$ cat src/rtl/writeback_stage.sv
// Writeback stage: accepts execute results, waits for and extracts load data, drives the
// register file write port and the retire counter. Optional macro WRITEBACK_BYPASS_EN forwards writes to operands.
module writeback_stage (
    input  logic        clock,
    input  logic        reset,
    input  logic        result_valid,
    output logic        result_ready,
    input  logic [1:0]  result_kind,
    input  logic [4:0]  result_rd,
    input  logic [31:0] result_value,
    input  logic [2:0]  load_funct3,
    input  logic [1:0]  load_address_low,
    input  logic        load_data_valid,
    input  logic [31:0] load_data,
    output logic        write_enable,
    output logic [4:0]  register_write_select,
    output logic [31:0] register_data_write,
    input  logic [4:0]  rs1,
    input  logic [4:0]  rs2,
    input  logic [31:0] register_data_1,
    input  logic [31:0] register_data_2,
    output logic [31:0] operand_1,
    output logic [31:0] operand_2,
    output logic [31:0] instructions_retired
);

    localparam logic [1:0] KIND_LOAD = 2'd1;
    localparam logic [1:0] KIND_NONE = 2'd3;

    typedef enum logic [0:0] {
        IDLE      = 1'b0,
        WAIT_LOAD = 1'b1
    } state_e;

    state_e      state_q;
    logic [4:0]  ld_rd_q;
    logic [2:0]  ld_funct3_q;
    logic [1:0]  ld_addr_low_q;
    logic        write_enable_q;
    logic [4:0]  select_q;
    logic [31:0] data_q;
    logic [31:0] retired_q;
    logic [31:0] load_word_d;

    // Byte/halfword lanes come from the captured address offset; undefined widths pass the word through.
    function automatic logic [31:0] extract_load(input logic [2:0] funct3,
                                                 input logic [1:0] addr_low,
                                                 input logic [31:0] word);
        logic [7:0]  byte_s;
        logic [15:0] half_s;
        byte_s = word[{addr_low, 3'b000} +: 8];
        half_s = addr_low[1] ? word[31:16] : word[15:0];
        case (funct3)
            3'b000:  extract_load = {{24{byte_s[7]}}, byte_s};
            3'b001:  extract_load = {{16{half_s[15]}}, half_s};
            3'b100:  extract_load = {24'd0, byte_s};
            3'b101:  extract_load = {16'd0, half_s};
            default: extract_load = word;
        endcase
    endfunction

    assign load_word_d           = extract_load(ld_funct3_q, ld_addr_low_q, load_data);
    assign result_ready          = (state_q == IDLE);
    assign write_enable          = write_enable_q;
    assign register_write_select = select_q;
    assign register_data_write   = data_q;
    assign instructions_retired  = retired_q;

    // Handshake FSM with registered write port; write outputs fall back to zero every cycle.
    always_ff @(posedge clock) begin
        if (reset) begin
            state_q        <= IDLE;
            ld_rd_q        <= 5'd0;
            ld_funct3_q    <= 3'd0;
            ld_addr_low_q  <= 2'd0;
            write_enable_q <= 1'b0;
            select_q       <= 5'd0;
            data_q         <= 32'd0;
            retired_q      <= 32'd0;
        end else begin
            write_enable_q <= 1'b0;
            select_q       <= 5'd0;
            data_q         <= 32'd0;
            case (state_q)
                IDLE: begin
                    if (result_valid) begin
                        case (result_kind)
                            KIND_LOAD: begin
                                ld_rd_q       <= result_rd;
                                ld_funct3_q   <= load_funct3;
                                ld_addr_low_q <= load_address_low;
                                state_q       <= WAIT_LOAD;
                            end
                            KIND_NONE: begin
                                retired_q <= retired_q + 32'd1;
                            end
                            default: begin
                                if (result_rd != 5'd0) begin
                                    write_enable_q <= 1'b1;
                                    select_q       <= result_rd;
                                    data_q         <= result_value;
                                end
                                retired_q <= retired_q + 32'd1;
                            end
                        endcase
                    end
                end
                WAIT_LOAD: begin
                    if (load_data_valid) begin
                        if (ld_rd_q != 5'd0) begin
                            write_enable_q <= 1'b1;
                            select_q       <= ld_rd_q;
                            data_q         <= load_word_d;
                        end
                        retired_q <= retired_q + 32'd1;
                        state_q   <= IDLE;
                    end
                end
                default: begin
                    state_q <= IDLE;
                end
            endcase
        end
    end

`ifdef WRITEBACK_BYPASS_EN
    // x0 reads as zero; a write being presented this cycle wins over stale register file data.
    function automatic logic [31:0] bypass(input logic [4:0] rs, input logic [31:0] rdata);
        if (rs == 5'd0) begin
            bypass = 32'd0;
        end else if (write_enable_q && (select_q == rs)) begin
            bypass = data_q;
        end else begin
            bypass = rdata;
        end
    endfunction

    assign operand_1 = bypass(rs1, register_data_1);
    assign operand_2 = bypass(rs2, register_data_2);
`else
    logic unused_rs_s;
    assign unused_rs_s = ^{rs1, rs2};
    assign operand_1   = register_data_1;
    assign operand_2   = register_data_2;
`endif

endmodule

$ cat config.mk
export PLATFORM = sky130hd
export DESIGN_NAME = writeback_stage
export DESIGN_NICKNAME = d
export VERILOG_FILES = /design/src/rtl/writeback_stage.sv
export SDC_FILE = /design/constraint.sdc
export NUM_CORES = 1
export LEC_CHECK = 0
export CORE_AREA = 2 2 111 113
export DETAILED_ROUTE_END_ITERATION = 10
export DIE_AREA = 0 0 113 115
export MAX_ROUTING_LAYER = met4
export PLACE_DENSITY = 0.82
export SLEW_MARGIN = 20
export SYNTH_ARGS = -nofsm -noshare
export SYNTH_HDL_FRONTEND = slang
export SYNTH_SLANG_ARGS = --single-unit
$ cat constraint.sdc
create_clock -name clock -period 5.72 [get_ports clock]
set_input_delay 1.144 -clock clock [delete_from_list [all_inputs] [get_ports clock]]
set_output_delay 1.144 -clock clock [all_outputs]
set_load 0.01 [all_outputs]
; Yosys cells after proc, flatten, opt, wreduce, memory -nomap -nowiden
; Index checks and enable logic that the tools add are counted.
[op_classes]
shift = 1
bitwise_logic = 1
add_sub_neg = 1
reduce_logical = 6
eq_ne = 8
muxes = 28
[ops]
columns = op, count
row1 = 32-bit two-way mux, 8
row2 = 32-bit case mux with 2 select lines, 2
row3 = 32-bit case mux with 4 select lines, 1
row4 = "32-bit by 1-bit adder with 32-bit output, second input constant", 1
row5 = 32-bit by 6-bit indexed part select with 8-bit output, 1
row6 = 5-bit two-way mux, 5
row7 = 16-bit two-way mux, 1
row8 = 5-bit case mux with 2 select lines, 1
row9 = 5-bit nonzero test, 2
row10 = 1-bit two-way mux, 8
row11 = "3-bit equality test, second input constant", 2
row12 = "2-bit inequality test, second input constant", 3
row13 = 3-bit AND reduction, 2
row14 = 1-bit case mux with 2 select lines, 2
row15 = "3-bit by 1-bit equality test with 1-bit output, second input constant", 1
row16 = 3-bit logical NOT, 1
row17 = "2-bit by 1-bit equality test with 1-bit output, second input constant", 1
row18 = "2-bit equality test, second input constant", 1
row19 = 2-bit OR reduction, 1
row20 = 1-bit inverter, 1
[word_totals]
wordCells = 53
out_inout_bits = 135
register_bits = 81
input_bits = 154

; Depth between registers and ports, before layout
; Gate-level depths: netlist (run 1).
[depth]
word_depth = 5
ltp_mapped = 8
ltp_nobuf = 5

; Worst setup path after synthesis (run 1)
; OpenSTA, ideal clock, no wires.
[synth_timing]
path_kind = input to register
startpoint = in load_data_valid
endpoint = reg retired_q[28], in the netlist instructions_retired[28]
setup_ns = 0.070
path_buffers = 2
required_time_ns = 5.650
slack_ns = 3.082
cell_stages = 7
arrival_ns = 2.568
cell_sequence = and2_1 > buf_6 > a21oi_2 > buf_6 > or4_4 > or3_1 > a21oi_1
[synth_via]
elab_chain_cells = 2
[synth_lines]
columns = element, line
row1 = "start, declared", 13  ; input logic load_data_valid,
row2 = 2-bit inequality test (no line), n/a
row3 = 3-bit AND reduction (no line), n/a
row4 = "end signal, assigned", 95  ; retired_q <= retired_q + 32'd1;
row5 = "end signal, assigned", 103  ; retired_q <= retired_q + 32'd1;
row6 = "end signal, assigned", 115  ; retired_q <= retired_q + 32'd1;
row7 = "end, declared", 42  ; logic [31:0] retired_q;
; Every way passes these cells.
; A chain may end at the register's enable or synchronous reset.

; Worst setup path in the final report (run 1)
[layout_timing]
startpoint = in load_data_valid
endpoint = reg retired_q[31], in the netlist instructions_retired[31]
; Same word-level chain as after synthesis.

==> impl_results.html, run 1 <==
<table>
<tr><th>Metric</th><th>Value</th></tr>
<tr><th colspan="2">Critical path</th></tr>
<tr><td>Critical path endpoint category</td><td>register</td></tr>
<tr><td>CP max stage cell</td><td>or4_4</td></tr>
<tr><td>Largest stage delay on the critical path</td><td>0.64 ns</td></tr>
<tr><td>Req. time, crit path</td><td>5.98 ns</td></tr>
<tr><td>Start-to-end type of the worst setup path</td><td>input port to register</td></tr>
<tr><td>Chain of cells forming the critical path</td><td>clkdlybuf4s50_1, and2_1, a21oi_2, buf_4, or4_4, or4_1, a21oi_1</td></tr>
<tr><td>Crit path DAT</td><td>3.53 ns</td></tr>
<tr><td>Startpoint types</td><td>input port</td></tr>
<tr><td>Critical path fanouts, max</td><td>20</td></tr>
<tr><th colspan="2">Die</th></tr>
<tr><td>Width of the chip</td><td>113 um</td></tr>
<tr><td>Die Footprint</td><td>13000 sq um</td></tr>
<tr><td>Height of the die</td><td>115 um</td></tr>
<tr><td>Core footprint</td><td>11800 sq um</td></tr>
<tr><td>Initial Utilization</td><td>36.1%</td></tr>
<tr><td>Standard-cell rows</td><td>40</td></tr>
<tr><td>Number of placed I/O pins</td><td>289</td></tr>
<tr><th colspan="2">Power and ir drop</th></tr>
<tr><td>Worst ir drop on vdd</td><td>0.000169 V</td></tr>
<tr><td>Leakage dissipation</td><td>1.98 nW</td></tr>
<tr><td>Power density over cell area</td><td>232 nW/um^2</td></tr>
<tr><th colspan="2">Drt</th></tr>
<tr><td>Routed wire per std cell</td><td>16.5 um</td></tr>
<tr><td>Residual antenna-violating net count after detailed routing</td><td>0</td></tr>
<tr><td>Post-detailed-route DRC marker count</td><td>20</td></tr>
<tr><td>Average via count per standard cell</td><td>5.25</td></tr>
<tr><td>Routed wire length</td><td>12400 um</td></tr>
<tr><td>Iteration-0 DRC Markers</td><td>317</td></tr>
<tr><td>Number of optimization iterations in the first detailed-route pass</td><td>8</td></tr>
<tr><td>Routed vias</td><td>3946</td></tr>
<tr><th colspan="2">Synthesis</th></tr>
<tr><td>Yosys warnings</td><td>0</td></tr>
<tr><td>Number of synthesized flops with an enable pin</td><td>0</td></tr>
<tr><td>Instance count of the mapped netlist</td><td>526</td></tr>
<tr><td>Flip-flop and latch count after synthesis</td><td>81</td></tr>
<tr><td>Cell area after synthesis</td><td>4270 sq um</td></tr>
<tr><td>Post-synthesis cell type with the largest combined area</td><td>dfxtp_1</td></tr>
<tr><td>Ys flop type</td><td>dfxtp_1</td></tr>
<tr><td>Share of Yosys cell area claimed by the top area cell type</td><td>38.0%</td></tr>
<tr><td>Fraction of the yosys area taken by sequential cells</td><td>38.0%</td></tr>
<tr><td>Number of library cell types mapped by synthesis</td><td>47</td></tr>
<tr><td>Syn_area_per_cell</td><td>8.11 sq um</td></tr>
<tr><td>Async set or reset register ratio after synthesis</td><td>0%</td></tr>
<tr><td>Most frequent cells after synthesis</td><td>dfxtp_1 (81), nand2_1 (79), buf_4 (65)</td></tr>
<tr><td>Leading post-synthesis cells by cell area</td><td>dfxtp_1 (38%), buf_4 (11%), nand2_1 (7.0%)</td></tr>
<tr><td>Mapped Nets</td><td>681</td></tr>
<tr><td>Most common cell in the synthesized netlist</td><td>dfxtp_1</td></tr>
<tr><th colspan="2">Clocking</th></tr>
<tr><td>Post CTS Setup Buffer Count</td><td>0</td></tr>
<tr><td>Hold_buf cts</td><td>0</td></tr>
<tr><td>Post-CTS Resized</td><td>0</td></tr>
<tr><td>Clock H-tree levels</td><td>3</td></tr>
<tr><td>CTS clock-pin slew for the worst setup and hold paths</td><td>0.05 ns</td></tr>
<tr><td>Clock Path Buffers</td><td>2</td></tr>
<tr><td>Number of sinks driven by the clock tree</td><td>81</td></tr>
<tr><td>Clock latency reported for the late side of the worst-skew pair</td><td>0.34 ns</td></tr>
<tr><td>TritonCTS clock tree</td><td>done</td></tr>
<tr><td>Root cell of the clock tree</td><td>clkbuf_16</td></tr>
<tr><td>TritonCTS buffer count</td><td>9</td></tr>
<tr><th colspan="2">Run status</th></tr>
<tr><td>Failing checks</td><td>DRC</td></tr>
<tr><td>Result of the run</td><td>complete, but fails checks</td></tr>
<tr><th colspan="2">Place</th></tr>
<tr><td>Number of buffers added on ports</td><td>150</td></tr>
<tr><td>Routability congestion estimate from global placement</td><td>0.820</td></tr>
<tr><td>Hpwl dp</td><td>9200 um</td></tr>
<tr><th colspan="2">GRT</th></tr>
<tr><td>Total routing usage reported by global routing</td><td>19.5%</td></tr>
<tr><td>Initial antenna violation count</td><td>1</td></tr>
<tr><td>Via count of the first global-routing pass</td><td>3903</td></tr>
<tr><td>Maximum number of pins on one net before global-route repair</td><td>62</td></tr>
<tr><td>Aggregate global routing overflow</td><td>0</td></tr>
<tr><td>Wire length of the first global-routing pass</td><td>19400 um</td></tr>
<tr><th colspan="2">STA</th></tr>
<tr><td>Pins over their slew limit</td><td>0</td></tr>
<tr><td>Final sum of negative setup slack</td><td>0 ns</td></tr>
<tr><td>Slew of the pin with the lowest slew margin</td><td>1.11 ns</td></tr>
<tr><td>Fin crit period</td><td>3.26 ns</td></tr>
<tr><td>Setup repair after global routing missed its margin</td><td>no</td></tr>
<tr><td>Maximum clock frequency</td><td>306 MHz</td></tr>
<tr><td>Worst hold slack</td><td>0.478 ns</td></tr>
<tr><td>Clock skew after layout</td><td>0.00709 ns</td></tr>
<tr><td>Final period util</td><td>57.0%</td></tr>
<tr><td>Hold Violations, Final</td><td>0</td></tr>
<tr><td>Worst slew margin relative to its limit</td><td>25.6%</td></tr>
<tr><td>Count of final setup violators</td><td>0</td></tr>
<tr><th colspan="2">Final layout</th></tr>
<tr><td>Filler Cell Count</td><td>1134</td></tr>
<tr><td>Layout area overhead</td><td>32.5%</td></tr>
<tr><td>Combined area of the multi-input logic cells</td><td>1990 sq um</td></tr>
<tr><td>Final net count</td><td>755</td></tr>
<tr><td>Share of layout cells above drive strength 1</td><td>5.14%</td></tr>
<tr><td>Sequential cell area in the final layout</td><td>1620 sq um</td></tr>
<tr><th colspan="2">Min path</th></tr>
<tr><td>Hold crit path type</td><td>register to register</td></tr>
<tr><th colspan="2">Run</th></tr>
<tr><td>Count of max-cap constraint violations</td><td>0</td></tr>
</table>
## path summary, 6_finish.rpt
kind,from,to,slack (ns),cells after the start
setup / recovery,load_data_valid,instructions_retired[31]$_SDFFE_PP0P_,2.46,7
setup reg to reg,ld_addr_low_q[1]$_SDFFE_PP0P_,register_data_write[13]$_SDFF_PP0_,3.22,5
hold / removal,ld_rd_q[2]$_SDFFE_PP0P_,ld_rd_q[2]$_SDFFE_PP0P_,0.48,2
hold reg to reg,ld_rd_q[2]$_SDFFE_PP0P_,ld_rd_q[2]$_SDFFE_PP0P_,0.48,2
## through the flow
step / util [%] / instances / cell area, sq um / setup slack, ns / total power, W
after floorplan: - / 526 / 4270 / 3.08 / 0.000706
after global placement: 45.4 / 736 / 5360 / 2.19 / 0.000755
after detailed placement: 45.4 / 736 / 5360 / 2.11 / 0.000758
after CTS: 47.8 / 750 / 5650 / 2.46 / 0.00133
after global routing: 47.8 / 751 / 5650 / 2.35 / 0.00136
final: 47.8 / 751 / 5650 / 2.46 / 0.00131
## power by group
group / switching (W) / total, W / internal [W]
clock network: 0.000222 / 0.000566 / 0.000344
registers: 0.00000833 / 0.000585 / 0.000576
logic: 0.0000717 / 0.000162 / 0.0000902
total: 0.000302 / 0.00131 / 0.00101
## sequential cells by signal (all words and copies together) (netlist names)
name,flops
ld_rd_q,5
instructions_retired,32
register_write_select,5
state_q,1
write_enable,1
ld_addr_low_q,2
ld_funct3_q,3
register_data_write,32
## per-layer routing
layer | wire, um | GRT usage, %
met1 | 4940 | 21.2
met3 | 1250 | 7.33
met2 | 5770 | 31.5
met4 | 424 | 9.76
met5 | 0 | -
## cells by family (layout without fill, tap and decap cells)
logic type,Yosys count,in the layout,share of synthesized area (%)
mux,19,19,5.19
flops,81,81,38.0
other cells,0,1,0
fa+ha+maj,1,1,0.293
compound gates,122,122,17.0
buf+inv,102,179,15.3
xor+xnor,16,16,3.29
simple gates,185,185,20.9
## cells in the final DEF, fill, tap and decap left out, types with 5 or more instances in the layout
master	netlist	routed
a21oi_1	46	46
a221oi_1	5	5
a22oi_1	12	12
a2bb2oi_1	5	5
clkbuf_16	0	9
clkdlybuf4s50_1	0	149
dfxtp_1	81	81
inv_1	11	11
mux2_2	5	5
mux2i_1	12	12
nand2_1	79	79
nand2b_1	5	5
nand3_1	8	8
nand4_1	9	9
nor2_1	33	33
nor2b_1	9	9
nor3_1	8	8
nor4_1	8	8
o21ai_0	39	39
or3_1	8	8
xnor2_1	14	14
## critical path: cells and delay by family
kind / cells / cell delay (ns)
simple gates: 3 / 1.50
buf+inv: 2 / 0.68
compound gates: 2 / 0.20
## area by class of cell
| cell class | count | share of cell area, % |
|---|---|---|
| Sequential cell | 81 | 28.7 |
| Inverter | 11 | 0.731 |
| Tap cell | 147 | 3.25 |
| Antenna cell | 1 | 0.0443 |
| Multi-Input combinational cell | 343 | 35.2 |
| Clock inverter | 3 | 0.753 |
| Clock buffer | 11 | 4.29 |
| Timing Repair Buffer | 154 | 27.0 |
Note: power is estimated with default switching activity, not from simulation.
==> inputs of run 2 (changes only) <==
- CORE_AREA: 2 2 111 113 -> default
- CORE_ASPECT_RATIO: default -> 1.75
- CORE_MARGIN: default -> 2
- CORE_UTILIZATION: default -> 36
- DIE_AREA: 0 0 113 115 -> default
- PLACE_DENSITY: 0.82 -> 0.81
- clock period: 5.72 -> 3.2 ns (I/O delays scaled with it)
==> impl_results.html, run 2 (synthesis gave the netlist of run 1 again) <==
<table>
<tr><th>Metric</th><th>Value</th></tr>
<tr><th colspan="2">Run status</th></tr>
<tr><td>Result of the run</td><td>finished clean</td></tr>
<tr><th colspan="2">Final layout</th></tr>
<tr><td>Layout area overhead</td><td>33.5%</td></tr>
<tr><td>Final cell area excluding filler cells</td><td>5690 sq um</td></tr>
<tr><td>Highest-count cells in the layout ignoring fill and taps</td><td>clkdlybuf4s50_1 (149), dfxtp_1 (81), nand2_1 (79)</td></tr>
<tr><td>Most common library cell in the layout ignoring fill and taps</td><td>clkdlybuf4s50_1</td></tr>
<tr><td>Sequential cell area in the final layout</td><td>1620 sq um</td></tr>
<tr><td>Final core utilization</td><td>49.2%</td></tr>
<tr><td>Final net count</td><td>760</td></tr>
<tr><td>Share of layout cells above drive strength 1</td><td>6.24%</td></tr>
<tr><td>Filler Cell Count</td><td>1100</td></tr>
<tr><td>Combined area of the multi-input logic cells</td><td>2000 sq um</td></tr>
<tr><th colspan="2">STA</th></tr>
<tr><td>Final sum of negative setup slack</td><td>0 ns</td></tr>
<tr><td>Slew of the pin with the lowest slew margin</td><td>0.990 ns</td></tr>
<tr><td>Worst slew margin relative to its limit</td><td>33.8%</td></tr>
<tr><td>Setup repair after global routing missed its margin</td><td>no</td></tr>
<tr><td>Clock skew after layout</td><td>0.00986 ns</td></tr>
<tr><td>Final period util</td><td>76.8%</td></tr>
<tr><td>Hold Violations, Final</td><td>0</td></tr>
<tr><td>Pins over their slew limit</td><td>0</td></tr>
<tr><td>Maximum clock frequency</td><td>407 MHz</td></tr>
<tr><td>Post-route setup slack</td><td>0.743 ns</td></tr>
<tr><td>Count of final setup violators</td><td>0</td></tr>
<tr><td>Fin crit period</td><td>2.46 ns</td></tr>
<tr><th colspan="2">Drt</th></tr>
<tr><td>Routed wire per std cell</td><td>17.8 um</td></tr>
<tr><td>Routed wire length</td><td>13300 um</td></tr>
<tr><td>Post-detailed-route DRC marker count</td><td>0</td></tr>
<tr><td>Iteration-0 DRC Markers</td><td>138</td></tr>
<tr><td>Average via count per standard cell</td><td>5.45</td></tr>
<tr><td>Routed vias</td><td>4058</td></tr>
<tr><td>Residual antenna-violating net count after detailed routing</td><td>0</td></tr>
<tr><td>Number of optimization iterations in the first detailed-route pass</td><td>4</td></tr>
<tr><th colspan="2">Critical path</th></tr>
<tr><td>Chain of cells forming the critical path</td><td>clkdlybuf4s50_1, and2b_1, a21oi_2, buf_4, or4_4, or3_1, a21oi_1</td></tr>
<tr><td>Startpoint types</td><td>input port</td></tr>
<tr><td>CP max stage cell</td><td>or4_4</td></tr>
<tr><td>Crit path DAT</td><td>2.71 ns</td></tr>
<tr><td>Start-to-end type of the worst setup path</td><td>input port to register</td></tr>
<tr><td>Largest stage delay on the critical path</td><td>0.59 ns</td></tr>
<tr><td>Setup slack of the most critical reg-to-reg path</td><td>1.01 ns</td></tr>
<tr><td>Critical path endpoint category</td><td>register</td></tr>
<tr><td>Critical path fanouts, max</td><td>8</td></tr>
<tr><td>Req. time, crit path</td><td>3.45 ns</td></tr>
<tr><td>Count of cells along the worst register-to-register path</td><td>5</td></tr>
<tr><th colspan="2">Clocking</th></tr>
<tr><td>Clock H-tree levels</td><td>3</td></tr>
<tr><td>TritonCTS clock tree</td><td>done</td></tr>
<tr><td>CTS clock-pin slew for the worst setup and hold paths</td><td>0.06 ns</td></tr>
<tr><td>TritonCTS buffer count</td><td>9</td></tr>
<tr><td>Clock Path Buffers</td><td>2</td></tr>
<tr><td>Root cell of the clock tree</td><td>clkbuf_16</td></tr>
<tr><td>Post CTS Setup Buffer Count</td><td>0</td></tr>
<tr><td>Post-CTS Resized</td><td>0</td></tr>
<tr><td>Number of sinks driven by the clock tree</td><td>81</td></tr>
<tr><td>Hold_buf cts</td><td>0</td></tr>
<tr><td>Clock latency reported for the late side of the worst-skew pair</td><td>0.34 ns</td></tr>
<tr><th colspan="2">GRT</th></tr>
<tr><td>Via count of the first global-routing pass</td><td>4001</td></tr>
<tr><td>Aggregate global routing overflow</td><td>0</td></tr>
<tr><td>Most used routing layer in global routing</td><td>met2</td></tr>
<tr><td>Total routing usage reported by global routing</td><td>20.9%</td></tr>
<tr><td>Met3 global-route usage</td><td>4.02%</td></tr>
<tr><td>Initial antenna violation count</td><td>1</td></tr>
<tr><td>Maximum number of pins on one net before global-route repair</td><td>54</td></tr>
<tr><td>Met2 layer usage reported by global route</td><td>37.1%</td></tr>
<tr><td>Met1 global-route usage</td><td>17.2%</td></tr>
<tr><td>Wire length of the first global-routing pass</td><td>19900 um</td></tr>
<tr><th colspan="2">Power and ir drop</th></tr>
<tr><td>Power density over cell area</td><td>419 nW/um^2</td></tr>
<tr><td>Leakage dissipation</td><td>2.02 nW</td></tr>
<tr><td>Worst ir drop on vdd</td><td>0.000236 V</td></tr>
<tr><th colspan="2">Die</th></tr>
<tr><td>Standard-cell rows</td><td>52</td></tr>
<tr><td>Height of the die</td><td>148 um</td></tr>
<tr><td>Number of placed I/O pins</td><td>289</td></tr>
<tr><td>Initial Utilization</td><td>36.8%</td></tr>
<tr><td>Core footprint</td><td>11600 sq um</td></tr>
<tr><td>Width of the chip</td><td>86.3 um</td></tr>
<tr><td>Die Footprint</td><td>12800 sq um</td></tr>
<tr><th colspan="2">Run</th></tr>
<tr><td>Count of max-cap constraint violations</td><td>0</td></tr>
<tr><th colspan="2">Place</th></tr>
<tr><td>Number of buffers added on ports</td><td>150</td></tr>
<tr><td>Pre-CTS setup slack</td><td>0.329 ns</td></tr>
<tr><td>Routability congestion estimate from global placement</td><td>0.847</td></tr>
<tr><td>Hpwl dp</td><td>10200 um</td></tr>
<tr><td>Total cell area at the placement stage</td><td>5390 sq um</td></tr>
<tr><th colspan="2">Min path</th></tr>
<tr><td>Count of cells along the worst hold path</td><td>2</td></tr>
<tr><td>Hold crit path type</td><td>register to register</td></tr>
</table>
[run 2: cell count changes in the layout (fill, tap and decap cells not counted)]
cell / change
nor2b_1: -1
clkbuf_8: +1
clkinv_2: +1
nor2b_4: +1
buf_4: +5
clkinvlp_4: -1
[run 2: critical path: cells and delay by family]
kind | cells | cell delay [ns]
buf+inv | 2 | 0.66
simple gates | 3 | 1.15
compound gates | 2 | 0.25
[run 2: power by group]
part	total [W]	internal [W]	switching [W]
Clock	0.00104	0.000640	0.000402
Combinational	0.000298	0.000165	0.000133
Sequential	0.00104	0.00103	0.0000137
[run 2: layout make-up]
class                           instances  area share [%]
Sequential cell                        81            28.5
Multi-Input combinational cell        343            35.1
Clock inverter                          3           0.703
Timing Repair Buffer                  159            27.5
Tap cell                              135            2.97
Antenna cell                            1          0.0440
Inverter                               11           0.725
Clock buffer                           12            4.51
[run 2: path summary, 6_finish.rpt]
check,from,to
min reg2reg,ld_rd_q[1]$_SDFFE_PP0P_,ld_rd_q[1]$_SDFFE_PP0P_
min,ld_rd_q[1]$_SDFFE_PP0P_,ld_rd_q[1]$_SDFFE_PP0P_
max reg2reg,instructions_retired[9]$_SDFFE_PP0P_,instructions_retired[31]$_SDFFE_PP0P_
max,result_valid,instructions_retired[22]$_SDFFE_PP0P_
[run 2: per-layer routing]
metal	share of wire, %	routed length, um	vias up
met5	0	0	-
met2	52	6910	208
met1	32	4250	1835
li1	-	-	1919
met4	8.5	1130	0
met3	7.6	1000	96
[run 2: through the flow]
stage	instances	hold WS, ns	power (W)
4_1_cts	744	0.476	0.00240
3_5_place_dp	729	0.467	0.00136
6_report	745	0.472	0.00238
5_1_grt	745	0.501	0.00246
2_1_floorplan	526	0.444	0.00126
3_3_place_gp	729	0.456	0.00136
